`src/rtl/pixel_stream_source.sv`:
```
// Raster-order pixel reader across NUM_SOLVERS memories with read-latency realignment and a
// credit-managed output FIFO feeding an Avalon-ST sink. Optional palette: PIXEL_STREAM_PALETTE_EN.
module pixel_stream_source #(
   parameter int unsigned NUM_SOLVERS = 1,
   parameter int unsigned WIDTH       = 640,
   parameter int unsigned HEIGHT      = 480,
   parameter int unsigned RD_LATENCY  = 2,
   parameter int unsigned ITER_WIDTH  = 4,
   parameter int unsigned FIFO_DEPTH  = 4
) (
   input  logic                    clock,
   input  logic                    reset,
   input  logic                    en,
   output logic [5:0]              rd_solver_id,
   output logic [18:0]             rd_addr,
   output logic                    rd_req,
   input  logic [ITER_WIDTH-1:0]   rd_data,
   input  logic                    out_ready,
   output logic                    out_valid,
   output logic                    out_startofpacket,
   output logic                    out_endofpacket,
   output logic [2*ITER_WIDTH-1:0] out_data,
   output logic                    frame_done
);
   localparam int unsigned NPIX   = WIDTH * HEIGHT;
   localparam int unsigned PIX_W  = (NPIX > 1) ? $clog2(NPIX) : 1;
   localparam int unsigned DW     = 2 * ITER_WIDTH;
   localparam int unsigned EW     = DW + 2;
   localparam int unsigned PTR_W  = (FIFO_DEPTH > 1) ? $clog2(FIFO_DEPTH) : 1;
   localparam int unsigned CNT_W  = $clog2(FIFO_DEPTH + 1);
   localparam int unsigned CRED_W = $clog2(FIFO_DEPTH + RD_LATENCY + 2);

   logic [PIX_W-1:0]      pix_q, pix_d;
   logic [5:0]            sid_q, sid_d;
   logic [18:0]           addr_q, addr_d;
   logic [RD_LATENCY-1:0] sv_q, sv_d, ssop_q, ssop_d, seop_q, seop_d;
   logic [EW-1:0]         mem_q [FIFO_DEPTH];
   logic [EW-1:0]         mem_d [FIFO_DEPTH];
   logic [PTR_W-1:0]      wr_ptr_q, wr_ptr_d, rd_ptr_q, rd_ptr_d;
   logic [CNT_W-1:0]      count_q, count_d;
   logic                  frame_done_q, frame_done_d;
   logic                  issue_c, push_c, pop_c;
   logic [CRED_W-1:0]     inflight_c;
   logic [EW-1:0]         wr_entry_c, head_c;

   function automatic logic [PTR_W-1:0] ptr_inc(input logic [PTR_W-1:0] p);
      return (p == PTR_W'(FIFO_DEPTH - 1)) ? '0 : p + PTR_W'(1);
   endfunction

`ifdef PIXEL_STREAM_PALETTE_EN
   logic          pv_q, pv_d;
   logic [EW-1:0] pent_q, pent_d;

   // Max-iteration (in-set) value is black; otherwise RGB332 spread of the iteration count.
   function automatic logic [DW-1:0] pal_entry(input logic [ITER_WIDTH-1:0] k);
      logic [3:0] k4;
      k4 = 4'(k);
      if (k == {ITER_WIDTH{1'b1}}) return '0;
      if (DW == 8) return DW'({k4[3:1], k4[3:1], k4[1:0]});
      return {k, k};
   endfunction

   always_comb begin
      pv_d   = sv_q[RD_LATENCY-1];
      pent_d = {ssop_q[RD_LATENCY-1], seop_q[RD_LATENCY-1], pal_entry(rd_data)};
   end

   always_ff @(posedge clock) begin
      if (reset) begin
         pv_q   <= 1'b0;
         pent_q <= '0;
      end else begin
         pv_q   <= pv_d;
         pent_q <= pent_d;
      end
   end

   assign push_c     = pv_q;
   assign wr_entry_c = pent_q;
`else
   assign push_c     = sv_q[RD_LATENCY-1];
   assign wr_entry_c = {ssop_q[RD_LATENCY-1], seop_q[RD_LATENCY-1], rd_data, rd_data};
`endif

   // Reads issued but not yet in the FIFO; counted against the FIFO so landing data always fits.
   always_comb begin
      inflight_c = '0;
      for (int unsigned i = 0; i < RD_LATENCY; i++) begin
         inflight_c = inflight_c + CRED_W'(sv_q[i]);
      end
`ifdef PIXEL_STREAM_PALETTE_EN
      inflight_c = inflight_c + CRED_W'(pv_q);
`endif
   end

   always_comb begin
      pix_d   = pix_q;
      sid_d   = sid_q;
      addr_d  = addr_q;
      issue_c = !reset && en && ((CRED_W'(count_q) + inflight_c) < CRED_W'(FIFO_DEPTH));
      if (issue_c) begin
         if (pix_q == PIX_W'(NPIX - 1)) begin
            pix_d  = '0;
            sid_d  = '0;
            addr_d = '0;
         end else begin
            pix_d = pix_q + PIX_W'(1);
            if (sid_q == 6'(NUM_SOLVERS - 1)) begin
               sid_d  = '0;
               addr_d = addr_q + 19'(1);
            end else begin
               sid_d = sid_q + 6'(1);
            end
         end
      end
   end

   // Tag pipeline tracks which cycles carry valid rd_data and their frame markers.
   always_comb begin
      sv_d      = sv_q;
      ssop_d    = ssop_q;
      seop_d    = seop_q;
      sv_d[0]   = issue_c;
      ssop_d[0] = issue_c && (pix_q == '0);
      seop_d[0] = issue_c && (pix_q == PIX_W'(NPIX - 1));
      for (int unsigned i = 1; i < RD_LATENCY; i++) begin
         sv_d[i]   = sv_q[i-1];
         ssop_d[i] = ssop_q[i-1];
         seop_d[i] = seop_q[i-1];
      end
   end

   always_comb begin
      mem_d        = mem_q;
      wr_ptr_d     = wr_ptr_q;
      rd_ptr_d     = rd_ptr_q;
      count_d      = count_q;
      head_c       = mem_q[rd_ptr_q];
      pop_c        = (count_q != '0) && out_ready;
      frame_done_d = pop_c && head_c[EW-2];
      if (push_c) begin
         mem_d[wr_ptr_q] = wr_entry_c;
         wr_ptr_d        = ptr_inc(wr_ptr_q);
      end
      if (pop_c) begin
         rd_ptr_d = ptr_inc(rd_ptr_q);
      end
      if (push_c && !pop_c) begin
         count_d = count_q + CNT_W'(1);
      end else if (!push_c && pop_c) begin
         count_d = count_q - CNT_W'(1);
      end
   end

   always_ff @(posedge clock) begin
      if (reset) begin
         pix_q        <= '0;
         sid_q        <= '0;
         addr_q       <= '0;
         sv_q         <= '0;
         ssop_q       <= '0;
         seop_q       <= '0;
         wr_ptr_q     <= '0;
         rd_ptr_q     <= '0;
         count_q      <= '0;
         frame_done_q <= 1'b0;
         for (int unsigned i = 0; i < FIFO_DEPTH; i++) begin
            mem_q[i] <= '0;
         end
      end else begin
         pix_q        <= pix_d;
         sid_q        <= sid_d;
         addr_q       <= addr_d;
         sv_q         <= sv_d;
         ssop_q       <= ssop_d;
         seop_q       <= seop_d;
         wr_ptr_q     <= wr_ptr_d;
         rd_ptr_q     <= rd_ptr_d;
         count_q      <= count_d;
         frame_done_q <= frame_done_d;
         mem_q        <= mem_d;
      end
   end

   assign rd_req            = issue_c;
   assign rd_solver_id      = sid_q;
   assign rd_addr           = addr_q;
   assign out_valid         = (count_q != '0);
   assign out_data          = out_valid ? head_c[DW-1:0] : '0;
   assign out_startofpacket = out_valid && head_c[EW-1];
   assign out_endofpacket   = out_valid && head_c[EW-2];
   assign frame_done        = frame_done_q;
endmodule

```
`config.mk`:
```
export PLATFORM = sky130hd
export DESIGN_NAME = pixel_stream_source
export DESIGN_NICKNAME = d
export VERILOG_FILES = /design/src/rtl/pixel_stream_source.sv
export SDC_FILE = /design/constraint.sdc
export NUM_CORES = 1
export LEC_CHECK = 0
export CORE_UTILIZATION = 25
export CTS_BUF_LIST = sky130_fd_sc_hd__clkbuf_8
export DETAILED_ROUTE_END_ITERATION = 8
export MAX_ROUTING_LAYER = met4
export PLACE_DENSITY = 0.51
export SLEW_MARGIN = 25
export SYNTH_ARGS = -nofsm -noshare
export SYNTH_HDL_FRONTEND = slang
export SYNTH_SLANG_ARGS = --single-unit
```
`constraint.sdc`:
```
create_clock -name clock -period 3 [get_ports clock]
set_input_delay 0.45 -clock clock [delete_from_list [all_inputs] [get_ports clock]]
set_output_delay 0.45 -clock clock [all_outputs]
set_load 0.03 [all_outputs]
```
==> results.json <==
{
  "status": "completed",
  "r2r-start": "count_q[0]",
  "place_area_mm2": 0.004583,
  "cp-start-kind": "flip-flop",
  "ys_ff_latch": 82,
  "rrSetupSlack_ns": 0.44,
  "die_w_um": 127.5,
  "synth-seq-area-share_pct": 41.66,
  "cp_data_arrival_time_ns": 2.34,
  "vias": 3457,
  "io_buffers": 45,
  "fin_skew_ns": 0.01110,
  "hold_class": "reg2reg",
  "whs_path_depth": 1,
  "detail_route.first_pass.iterations": 4,
  "clock_sinks": 82,
  "synth_ff_type": "dfxtp_1",
  "syn_nets": 487,
  "synthesis.area_mm2": 0.003940,
  "crit_required_ns": 2.55,
  "crit_path_max_fanout": 9,
  "hold_buffers": 0,
  "path_class": "reg2out",
  "finalHoldViolCount": 0,
  "tns_ns": 0,
  "max-clock-path-buffers": 2,
  "syn_inst": 466,
  "grt_max_degree": 50,
  "setup_viol": 0,
  "start_util_pct": 25.73,
  "grt_pass1_vias": 3304,
  "holdWs_ns": 0.4462,
  "grt.overflow.total": 0,
  "htree_levels": 3,
  "max_freq_mhz": 358.9,
  "first_iter_violations": 167,
  "clk_pin_slew_worst_paths_ns": 0.08,
  "ant_nets": 0,
  "place.gp.congestion": 0.8398,
  "layout-drive-gt1-share_pct": 6.693,
  "dp_cells": 703,
  "drc": 0,
  "rsz0062_at_grt": "false",
  "worst-path-buf-inv": 1,
  "core_mm2": 0.01531,
  "power.density_mw_per_mm2": 504.0,
  "cap_violations": 0,
  "cts_root_buf": "clkbuf_8",
  "critPathTopFamily": "flip-flops",
  "worst_slew_pin_slew_ns": 0.9376,
  "layout.cells.non_filler": 719,
  "synth_top_area_share_pct": 41.66,
  "die_h_um": 127.5,
  "grt_util_all_layers_pct": 13.20,
  "p_leak_nw": 1.578,
  "synth_area_leaders": "dfxtp_1, a21oi_1, nand3_1",
  "cts_setup_buffers": 0,
  "synth_warnings": 0,
  "final_nets": 524,
  "slowest_delay_ns": 0.63,
  "ctsResizeCount": 0,
  "antenna_cells": 0,
  "numCtsBuffers": 9,
  "rr_endpoint": "rd_addr[16]",
  "die-area_mm2": 0.01627,
  "crit_slowest_cell": "dfxtp_1",
  "rows": 45,
  "end_kind": "output port",
  "clock_latency_ns": 0.36,
  "slew_violations": 0,
  "relSlewSlack_pct": 37.22,
  "syn_area_per_cell_um2": 8.455,
  "antenna_found_initial": 0,
  "place_ws_ns": 0.3599,
  "routed_wl_mm": 9.995,
  "via_per_inst": 4.808,
  "synth_cell_type_count": 48,
  "ir_worst_vdd_mv": 0.2218,
  "io_pins": 46,
  "min_period_ns": 2.786,
  "hold_start": "ssop_q[0]",
  "hpwl_mm": 7.031,
  "cts_tree": "built",
  "fillerInstances": 1636,
  "period_share_pct": 92.88,
  "syn_to_final_growth_pct": 20.96,
  "yosysTopAreaCell": "dfxtp_1",
  "worstPathCellList": "mux4_2, and2_1, clkdlybuf4s50_1",
  "min_to": "ssop_q[1]",
  "r2r_cells": 7,
  "grt_pass1_wl_mm": 16.53,
  "totalPowerFinal_mw": 2.402,
  "final_util_pct": 31.12,
  "avgRoutedWirePerCell_um": 13.90,
  "async_reset_ff_share_pct": 0,
  "fin_ws_ns": 0.2137,
  "fin_area_mm2": 0.004766,
  "synth_edf_count": 0
}
[worst max-delay path by stage]
stage	from	to	slack (ns)	cells past startpoint
after floorplan	count_q[0]	count_q[2]	0.59	9
after global placement	en	pix_q[13]	0.44	6
after detailed placement	en	rd_addr[16]	0.36	7
after CTS	count_q[0]	rd_req	0.15	6
after global routing	rd_ptr_q[0]	out_endofpacket	0.06	3
final	rd_ptr_q[0]	out_endofpacket	0.21	3
[power by group]
part / leakage, nW / switching, mW / internal, mW / total [mW]
clock: 0.0892 / 0.408 / 0.316 / 0.725
combinational: 0.826 / 0.294 / 0.185 / 0.479
sequential: 0.662 / 0.0673 / 1.13 / 1.20
total: 1.58 / 0.770 / 1.63 / 2.40
[synth_stat cells, types with 10 or more instances]
| library cell | n |
|---|---|
| nand3_1 | 44 |
| xnor2_1 | 11 |
| or3_1 | 10 |
| a21oi_1 | 44 |
| ha_1 | 12 |
| nor4_1 | 10 |
| nor2_1 | 37 |
| nand2_1 | 52 |
| dfxtp_1 | 82 |
| nor3_1 | 13 |
| inv_1 | 12 |
| o21ai_0 | 11 |
| xor2_1 | 11 |
| nand4_1 | 14 |
| clkbuf_1 | 13 |
| and2_1 | 11 |
[state kept, by name, indices dropped and copies added, names as in the netlist, 3 cells and up]
name and flops:
count_q 3, rd_solver_id 6, mem_q 24, pix_q 19
rd_addr 19
[per-layer routing]
| layer | part of all wire (%) | GRT usage, % |
|---|---|---|
| met4 | 1.4 | 4.482 |
| met1 | 49 | 16.59 |
| met3 | 3.9 | 3.224 |
| met2 | 46 | 20.64 |
| met5 | 0 | - |
[logic make-up after synthesis]
kind of cell | count (synthesis) | share of synthesized area (%)
and+or+nand+nor | 219 | 27.91
AOI/OAI and AO/OA | 83 | 12.89
DFF | 82 | 41.66
buffers and inverters | 38 | 4.128
xor gates and xnor gates | 22 | 4.890
adders and majority gates | 13 | 4.319
muxes | 9 | 4.192
[cell type report]
| type | count | area (µm²) | area share, % |
|---|---|---|---|
| clock buffer | 10 | 137.6 | 2.888 |
| clock inverter | 6 | 33.78 | 0.7088 |
| inverter | 13 | 48.80 | 1.024 |
| multi-input combinational | 346 | 2147 | 45.05 |
| sequential | 82 | 1642 | 34.44 |
| tap | 211 | 264.0 | 5.540 |
| timing repair buffer | 51 | 493.0 | 10.34 |
[cell usage in the layout (no fill, tap or decap), types with 4 or more instances in the layout]
master / netlist / layout
a21oi_1: 44 / 44
and2_1: 11 / 11
and3_1: 6 / 6
and4_1: 4 / 4
buf_4: 4 / 7
clkbuf_8: 0 / 10
clkdlybuf4s50_1: 0 / 44
dfxtp_1: 82 / 82
ha_1: 12 / 12
inv_1: 12 / 13
mux4_2: 6 / 6
nand2_1: 52 / 52
nand2b_1: 4 / 4
nand3_1: 44 / 44
nand4_1: 14 / 14
nor2_1: 37 / 37
nor2b_1: 5 / 5
nor3_1: 13 / 13
nor4_1: 10 / 10
o211ai_1: 7 / 7
o21ai_0: 11 / 11
or3_1: 10 / 10
or4_1: 4 / 4
xnor2_1: 11 / 11
xor2_1: 11 / 11
No activity file was read; power rests on OpenSTA's default activity.
